<file path="config.mk">
export PLATFORM = sky130hd
export DESIGN_NAME = serial_paralelo
export DESIGN_NICKNAME = d
export VERILOG_FILES = /design/src/rtl/serial_paralelo.sv
export SDC_FILE = /design/constraint.sdc
export NUM_CORES = 1
export LEC_CHECK = 0
export CAP_MARGIN = 10
export CORE_AREA = 4 4 50 52
export CTS_BUF_LIST = sky130_fd_sc_hd__clkbuf_8
export CTS_CLUSTER_DIAMETER = 50
export DETAILED_ROUTE_END_ITERATION = 10
export DIE_AREA = 0 0 54 56
export HOLD_SLACK_MARGIN = 0.03
export PLACE_DENSITY = 0.77
export SYNTH_ARGS = -nofsm -noshare
export SYNTH_HDL_FRONTEND = slang
export SYNTH_SLANG_ARGS = --single-unit
</file>
<file path="constraint.sdc">
create_clock -name clk_32f -period 1.99 [get_ports clk_32f]
set_input_delay 0.4975 -clock clk_32f [delete_from_list [all_inputs] [get_ports clk_32f]]
set_output_delay 0.4975 -clock clk_32f [all_outputs]
set_load 0.005 [all_outputs]
</file>
<file path="src/rtl/serial_paralelo.sv">
// Receive-side deserializer: hunts for the COM symbol in a 1-bit MSB-first stream,
// locks after LOCK_COUNT consecutive aligned COMs, then emits each non-COM byte.
// Optional macro SP_STATUS_EN adds the com_count[7:0] status output.
module serial_paralelo #(
  parameter logic [7:0] COM        = 8'hBC,
  parameter int         LOCK_COUNT = 4
) (
  input  logic       clk_32f,
  input  logic       reset,
  input  logic       data_in,
  output logic [7:0] data_out,
  output logic       valid_out,
  output logic       active
`ifdef SP_STATUS_EN
  ,
  output logic [7:0] com_count
`endif
);

  typedef enum logic [1:0] {
    SEARCH  = 2'd0,
    COUNT   = 2'd1,
    ALIGNED = 2'd2
  } state_t;

  localparam logic [3:0] LOCK_N = 4'(LOCK_COUNT);

  state_t      state_q;
  logic [6:0]  sr_q;
  logic [2:0]  bit_cnt_q;
  logic [2:0]  com_run_q;
  logic [7:0]  data_out_q;
  logic        valid_out_q;
  logic        active_q;
  logic [7:0]  cand_d;
  logic        is_com_d;
  logic        sym_edge_d;
  logic        lock_hit_d;
`ifdef SP_STATUS_EN
  logic [7:0]  com_count_q;
`endif

  // Only the last seven bits need storing; the eighth is the bit sampled now.
  assign cand_d     = {sr_q, data_in};
  assign is_com_d   = (cand_d == COM);
  assign sym_edge_d = (bit_cnt_q == 3'd7);
  assign lock_hit_d = (({1'b0, com_run_q} + 4'd1) == LOCK_N);

  always_ff @(posedge clk_32f) begin
    if (reset) begin
      state_q     <= SEARCH;
      sr_q        <= '0;
      bit_cnt_q   <= '0;
      com_run_q   <= '0;
      data_out_q  <= '0;
      valid_out_q <= 1'b0;
      active_q    <= 1'b0;
`ifdef SP_STATUS_EN
      com_count_q <= '0;
`endif
    end else begin
      sr_q <= cand_d[6:0];
      case (state_q)
        SEARCH: begin
          if (is_com_d) begin
            bit_cnt_q <= '0;
            if (LOCK_N == 4'd1) begin
              state_q  <= ALIGNED;
              active_q <= 1'b1;
            end else begin
              state_q   <= COUNT;
              com_run_q <= 3'd1;
            end
          end
        end

        COUNT: begin
          bit_cnt_q <= 3'(bit_cnt_q + 3'd1);
          if (sym_edge_d) begin
            if (is_com_d && lock_hit_d) begin
              state_q  <= ALIGNED;
              active_q <= 1'b1;
            end else if (is_com_d) begin
              com_run_q <= 3'(com_run_q + 3'd1);
            end else begin
              state_q   <= SEARCH;
              com_run_q <= '0;
            end
          end
        end

        ALIGNED: begin
          // No exit from lock: a misaligned COM pattern here is just data.
          bit_cnt_q <= 3'(bit_cnt_q + 3'd1);
          if (sym_edge_d) begin
            if (is_com_d) begin
              valid_out_q <= 1'b0;
`ifdef SP_STATUS_EN
              if (com_count_q != 8'hFF) com_count_q <= 8'(com_count_q + 8'd1);
`endif
            end else begin
              valid_out_q <= 1'b1;
              data_out_q  <= cand_d;
            end
          end
        end

        default: begin
          state_q   <= SEARCH;
          bit_cnt_q <= '0;
          com_run_q <= '0;
        end
      endcase
    end
  end

  assign data_out  = data_out_q;
  assign valid_out = valid_out_q;
  assign active    = active_q;
`ifdef SP_STATUS_EN
  assign com_count = com_count_q;
`endif

endmodule
</file>
==> results.sh, run 1 <==
export IMPL_syn_area_um2=1090
export IMPL_syn_nets=117
export IMPL_peakVddDrop_mv=0.437
export IMPL_htreeDepth=1
export IMPL_holdBufCountCts=0
export IMPL_busiest_layer="met2"
export IMPL_leakage_nw=0.490
export IMPL_drv_slew=0
export IMPL_cts_root_buf="clkbuf_8"
export IMPL_cts_tree="yes"
export IMPL_clockBufferDepth=2
export IMPL_grt_use_met2_pct=24.0
export IMPL_via_count=794
export IMPL_grt_max_degree=15
export IMPL_critical_path_required_ns=2.17
export IMPL_final_period_utilization_pct=88.8
export IMPL_grtUsageTotal_pct=15.6
export IMPL_die_w_um=54
export IMPL_min_delay_path_class="reg2reg"
export IMPL_path_max_fanout=5
export IMPL_grt_pass1_wl_um=3550
export IMPL_routed_wl_um=2010
export IMPL_worst_setup_path_type="in2reg"
export IMPL_synth_ff_latch_count=25
export IMPL_rsz0062_at_grt="no"
export IMPL_dieArea_um2=3020
export IMPL_io_buffers=12
export IMPL_use_met1_pct=19.9
export IMPL_yosysUniqueCellTypes=29
export IMPL_ios=13
export IMPL_clock_latency_ns=0.27
export IMPL_post_place_ws_ns=-0.0720
export IMPL_finalSetupViolations=0
export IMPL_skew_ns=0.00431
export IMPL_slew_headroom_pct=67.4
export IMPL_globalplace_congestion=0.801
export IMPL_diodes=0
export IMPL_hpwl_um=1520
export IMPL_initial_core_util_pct=51.8
export IMPL_ys_seq_area_share_pct=45.9
export IMPL_syn_avg_cell_area_um2=10.3
export IMPL_grt_antenna_before_repair=0
export IMPL_post_drt_via_cell_ratio=5.26
export IMPL_fin_nets=135
export IMPL_initialDrtViolationCount=14
export IMPL_fin_util_pct=62.0
export IMPL_clk_pin_slew_ns=0.09
export IMPL_worstMarginPinSlew_ns=0.488
export IMPL_synthFlopType="dfxtp_1"
export IMPL_drc=0
export IMPL_hold_violations=0
export IMPL_end_kind="flip-flop"
export IMPL_synth_edff_count=0
export IMPL_synth_warnings=0
export IMPL_startpoint_type="input port"
export IMPL_grtUsageMet3_pct=3.75
export IMPL_slowest_delay_ns=0.43
export IMPL_fp_dieH_um=56
export IMPL_drive_gt1_share_pct=12.2
export IMPL_async_flop_share_pct=0
export IMPL_worstPathCellList="clkdlybuf4s50_1, and4bb_4, a21bo_4, and2_4, a21oi_1, a211oi_1"
export IMPL_fmax_ghz=0.566
export IMPL_max_cap_violations=0
export IMPL_cts_resized=0
export IMPL_grt_pass1_vias=820
export IMPL_design_area_um2=1310
export IMPL_status="finished, final reports clean"
export IMPL_wl_per_cell_um=13.3
export IMPL_coreArea_um2=2110
export IMPL_overflow=0
export IMPL_synth_cells=106
export IMPL_clock_sinks=25
export IMPL_std_cell_rows=17
export IMPL_syn_to_final_growth_pct=19.7
export IMPL_drt_pass1_iter_count=4
export IMPL_cts_setup_buffers=0
export IMPL_cp_arrival_ns=1.94
export IMPL_fin_ws_ns=0.223
export IMPL_cts_made_buffers=3
export IMPL_p_per_area_nw_per_um2=625
export IMPL_placed_area_um2=1260
export IMPL_slowest_stage="clkdlybuf4s50_1"
export IMPL_period_minus_slack_ns=1.77
export IMPL_antenna_left=0
-- worst max-delay path: cells and delay by family --
family	cells	cell delay, ns
AOI/OAI and AO/OA	3	0.47
and+or+nand+nor	2	0.54
buffers and inverters	1	0.43
-- flip-flops by register name, indices dropped and copies added (netlist names) --
| register | cells |
|---|---|
| valid_out | 1 |
| sr_q | 7 |
| bit_cnt_q | 3 |
| state_q | 2 |
| data_out | 8 |
| com_run_q | 3 |
| active | 1 |
-- metal layers --
layer  wire (um)  vias to the layer above
met5           0                        -
met2         979                       16
li1            -                      403
met4          48                        0
met1         920                      369
met3          58                        6
-- through the flow --
step	setup TNS (ns)	power, mW	std cells	hold WS, ns
2_1_floorplan	0	0.525	106	0.436
3_3_place_gp	0	0.534	147	0.444
3_5_place_dp	-0.174	0.535	147	0.452
4_1_cts	0	0.822	151	0.467
5_1_grt	0	0.842	151	0.484
6_report	0	0.817	151	0.465
-- Yosys cell counts, drive strengths merged (2+ instances only) --
master	instances	area [um^2]
ha	8	100
nand2b	2	12.5
a21oi	9	45.0
nand3	3	27.5
nor2	12	45.0
clkbuf	2	7.51
inv	5	18.8
dfxtp	25	500
mux2i	10	100
nand2	4	15.0
nor2b	8	50.1
o21ai	2	10.0
-- cells in the final DEF (no fill, tap or decap) --
cell type	netlist	routed
a21bo_4	1	1
a21boi_0	1	1
a21oi_1	9	9
mux2i_1	10	10
and2_4	1	1
ha_1	8	8
dfxtp_1	25	25
o311ai_2	1	1
a221oi_1	1	1
and4bb_4	1	1
o211a_1	1	1
nor3b_1	1	1
o21ai_0	2	2
nand3_1	2	2
inv_1	5	6
nand2b_1	2	2
nand4b_1	1	1
clkbuf_8	0	3
nor2b_1	8	8
a31oi_1	1	1
clkdlybuf4s50_1	0	12
buf_4	1	4
nor2_1	12	12
a211oi_1	1	1
nand2_1	4	4
nand3_4	1	1
a41oi_1	1	1
and4b_2	1	1
and3_2	1	1
nor3_2	1	1
-- area by class of cell --
cell class | instances | area [um^2]
clock inverter | 1 | 3.75
timing repair buffer | 16 | 150
fill | 178 | 800
sequential | 25 | 500
inverter | 5 | 18.8
multi-input combinational | 73 | 557
tap | 28 | 35.0
clock buffer | 3 | 41.3
-- cell families (layout without fill, tap and decap cells) --
family | count (synthesis) | after routing | share of synthesized area [%]
AOI/OAI and AO/OA | 19 | 19 | 12.5
and+or+nand+nor | 36 | 36 | 20.2
DFF | 25 | 25 | 45.9
buffers and inverters | 8 | 25 | 3.10
adders and majority gates | 8 | 8 | 9.17
muxes | 10 | 10 | 9.17
-- power by group --
group          internal (mW)  switching [mW]  leakage, nW
Clock                  0.138           0.155       0.0269
Combinational        0.00816         0.00941        0.261
Sequential             0.503         0.00260        0.202
-- worst paths after layout --
kind / start / endpoint / slack (ns) / cells after the start
min: bit_cnt_q[1] / bit_cnt_q[1] / 0.46 / 2
min reg2reg: bit_cnt_q[1] / bit_cnt_q[1] / 0.46 / 2
max: data_in / state_q[1] / 0.22 / 6
max reg2reg: state_q[1] / state_q[1] / 0.29 / 6
Note: power is estimated with default switching activity, not from simulation.
==> run 2, diff against run 1 <==
Settings changed: CORE_AREA 4 4 50 52 to 4 4 43 73, DIE_AREA 0 0 54 56 to 0 0 47 77, PLACE_DENSITY 0.77 to 0.64.
==> run 2 against run 1 <==
Compared with the run above: sequential cell count is the same; via count is 1.1% higher; total power decreased by 0.21%; fmax rose by 2.5%; combinational power barely moved; design area decreased by 0.19%; sequential power is essentially flat; sequential share of layout area up 0.073 points; register-to-register slack better by 0.07 ns; clock power about the same; cell count down 1.3%; critical endpoint is now com_run_q[0]; largest cell class unchanged; largest power group unchanged.
==> results.sh, run 2 (same netlist as run 1, synthesis figures left out) <==
export IMPL_placed_area_um2=1260
export IMPL_largest_reg_flops=8
export IMPL_via_count=803
export IMPL_r2r_end="state_q[0]"
export IMPL_fmax_ghz=0.580
export IMPL_final_common_cell="dfxtp_1"
export IMPL_wl_per_cell_um=13.4
export IMPL_cts_tree="yes"
export IMPL_period_minus_slack_ns=1.72
export IMPL_fin_nets=135
export IMPL_r2r_setup_slack_ns=0.36
export IMPL_r2r_start="bit_cnt_q[0]"
export IMPL_critPathLaunch="data_in"
export IMPL_hold_violations=0
export IMPL_std_cell_rows=24
export IMPL_globalplace_congestion=0.806
export IMPL_p_int_mw=0.649
export IMPL_mostFrequentLayoutCells="dfxtp_1 (25), nor2_1 (12), clkdlybuf4s50_1 (12), mux2i_1 (10), a21oi_1 (9)"
export IMPL_cts_resized=0
export IMPL_coreArea_um2=2520
export IMPL_power_switching_mw=0.166
export IMPL_skew_ns=0.00156
export IMPL_design_area_um2=1300
export IMPL_clock_latency_ns=0.26
export IMPL_finalSetupViolations=0
export IMPL_worstMarginPinSlew_ns=0.405
export IMPL_worst_setup_path_type="in2reg"
export IMPL_status="finished, final reports clean"
export IMPL_max_cap_violations=0
export IMPL_holdPathStages=2
export IMPL_cts_made_buffers=3
export IMPL_clk_pin_slew_ns=0.08
export IMPL_initialDrtViolationCount=8
export IMPL_critical_path_required_ns=2.17
export IMPL_peakVddDrop_mv=0.596
export IMPL_end_kind="flip-flop"
export IMPL_grt_pass1_vias=845
export IMPL_hold_path_end="bit_cnt_q[2]"
export IMPL_final_period_utilization_pct=86.6
export IMPL_ios=13
export IMPL_p_per_area_nw_per_um2=625
export IMPL_comb_power_share_pct=2.1
export IMPL_diodes=0
export IMPL_slew_headroom_pct=72.9
export IMPL_routed_wl_um=2000
export IMPL_leakage_nw=0.490
export IMPL_antenna_left=0
export IMPL_p_seq_share_pct=62.0
export IMPL_final_cells=149
export IMPL_die_w_um=47
export IMPL_holdCritStartpoint="bit_cnt_q[2]"
export IMPL_drive_gt1_share_pct=12.2
export IMPL_p_clk_share_pct=35.9
export IMPL_cts_setup_buffers=0
export IMPL_grtUsageTotal_pct=13.1
export IMPL_initial_core_util_pct=43.3
export IMPL_swShare_pct=20.4
export IMPL_min_delay_path_class="reg2reg"
export IMPL_syn_to_final_growth_pct=19.5
export IMPL_drt_pass1_iter_count=4
export IMPL_drv_slew=0
export IMPL_grt_antenna_before_repair=0
export IMPL_clockBufferDepth=2
export IMPL_overflow=0
export IMPL_cts_root_buf="clkbuf_8"
export IMPL_drc=0
export IMPL_fp_dieH_um=77
export IMPL_clock_sinks=25
export IMPL_grt_pass1_wl_um=3620
export IMPL_rsz0062_at_grt="no"
export IMPL_startpoint_type="input port"
export IMPL_post_drt_via_cell_ratio=5.39
export IMPL_cp_arrival_ns=1.90
export IMPL_path_max_fanout=5
export IMPL_holdBufCountCts=0
export IMPL_htreeDepth=1
export IMPL_grt_max_degree=17
export IMPL_dieArea_um2=3620
export IMPL_ff2ff_path_depth=7
export IMPL_io_buffers=12
export IMPL_dpl_cell_count=145
run 2: cell counts in the layout (fill, tap and decap cells not counted):
No cell type changed its count.
run 2: per-layer routing:
layer / share of wire (%) / track usage (%)
met1: 40 / 15.2
met2: 54 / 21.8
met3: 3.2 / 2.81
met4: 2.2 / 5.82
met5: 0 / 0
run 2: power by group through the flow:
stage / clock network, mW / logic (mW) / registers, mW
2_1_floorplan: 0 / 0.00917 / 0.516
3_3_place_gp: 0 / 0.0175 / 0.517
3_5_place_dp: 0 / 0.0177 / 0.517
4_1_cts: 0.296 / 0.0177 / 0.505
5_1_grt: 0.317 / 0.0192 / 0.506
6_report: 0.292 / 0.0174 / 0.505
run 2: worst max path at each step:
stage	endpoint	cells after the start
4_1_cts	com_run_q[0]	5
3_5_place_dp	com_run_q[0]	5
6_report	com_run_q[0]	5
2_1_floorplan	state_q[0]	5
3_3_place_gp	state_q[0]	6
5_1_grt	com_run_q[1]	6
run 2: cell type report:
class | count | area, um^2
repair buffers | 16 | 150
fillers | 248 | 1220
clock buffers | 3 | 41.3
flip-flops and latches | 25 | 500
clock inverters | 1 | 3.75
inverters | 5 | 18.8
well taps | 26 | 32.5
multi-input cells | 73 | 557
run 2: critical path, cell delays in order:
cell and delay [ns]:
clkdlybuf4s50_1 0.44, and4bb_4 0.37, and3_2 0.24, o21ai_0 0.09, a221oi_1 0.26
run 2: through the flow:
stage          utilization, %  hold WS (ns)  total power [mW]  setup TNS [ns]  setup WS (ns)
2_1_floorplan               -         0.436             0.525               0          0.542
4_1_cts                  51.7         0.475             0.819               0          0.243
3_5_place_dp             49.9         0.464             0.535          -0.126        -0.0262
6_report                 51.7         0.475             0.815               0          0.267
3_3_place_gp             49.9         0.446             0.535         -0.0152        -0.0152
5_1_grt                  51.7         0.488             0.842               0          0.121
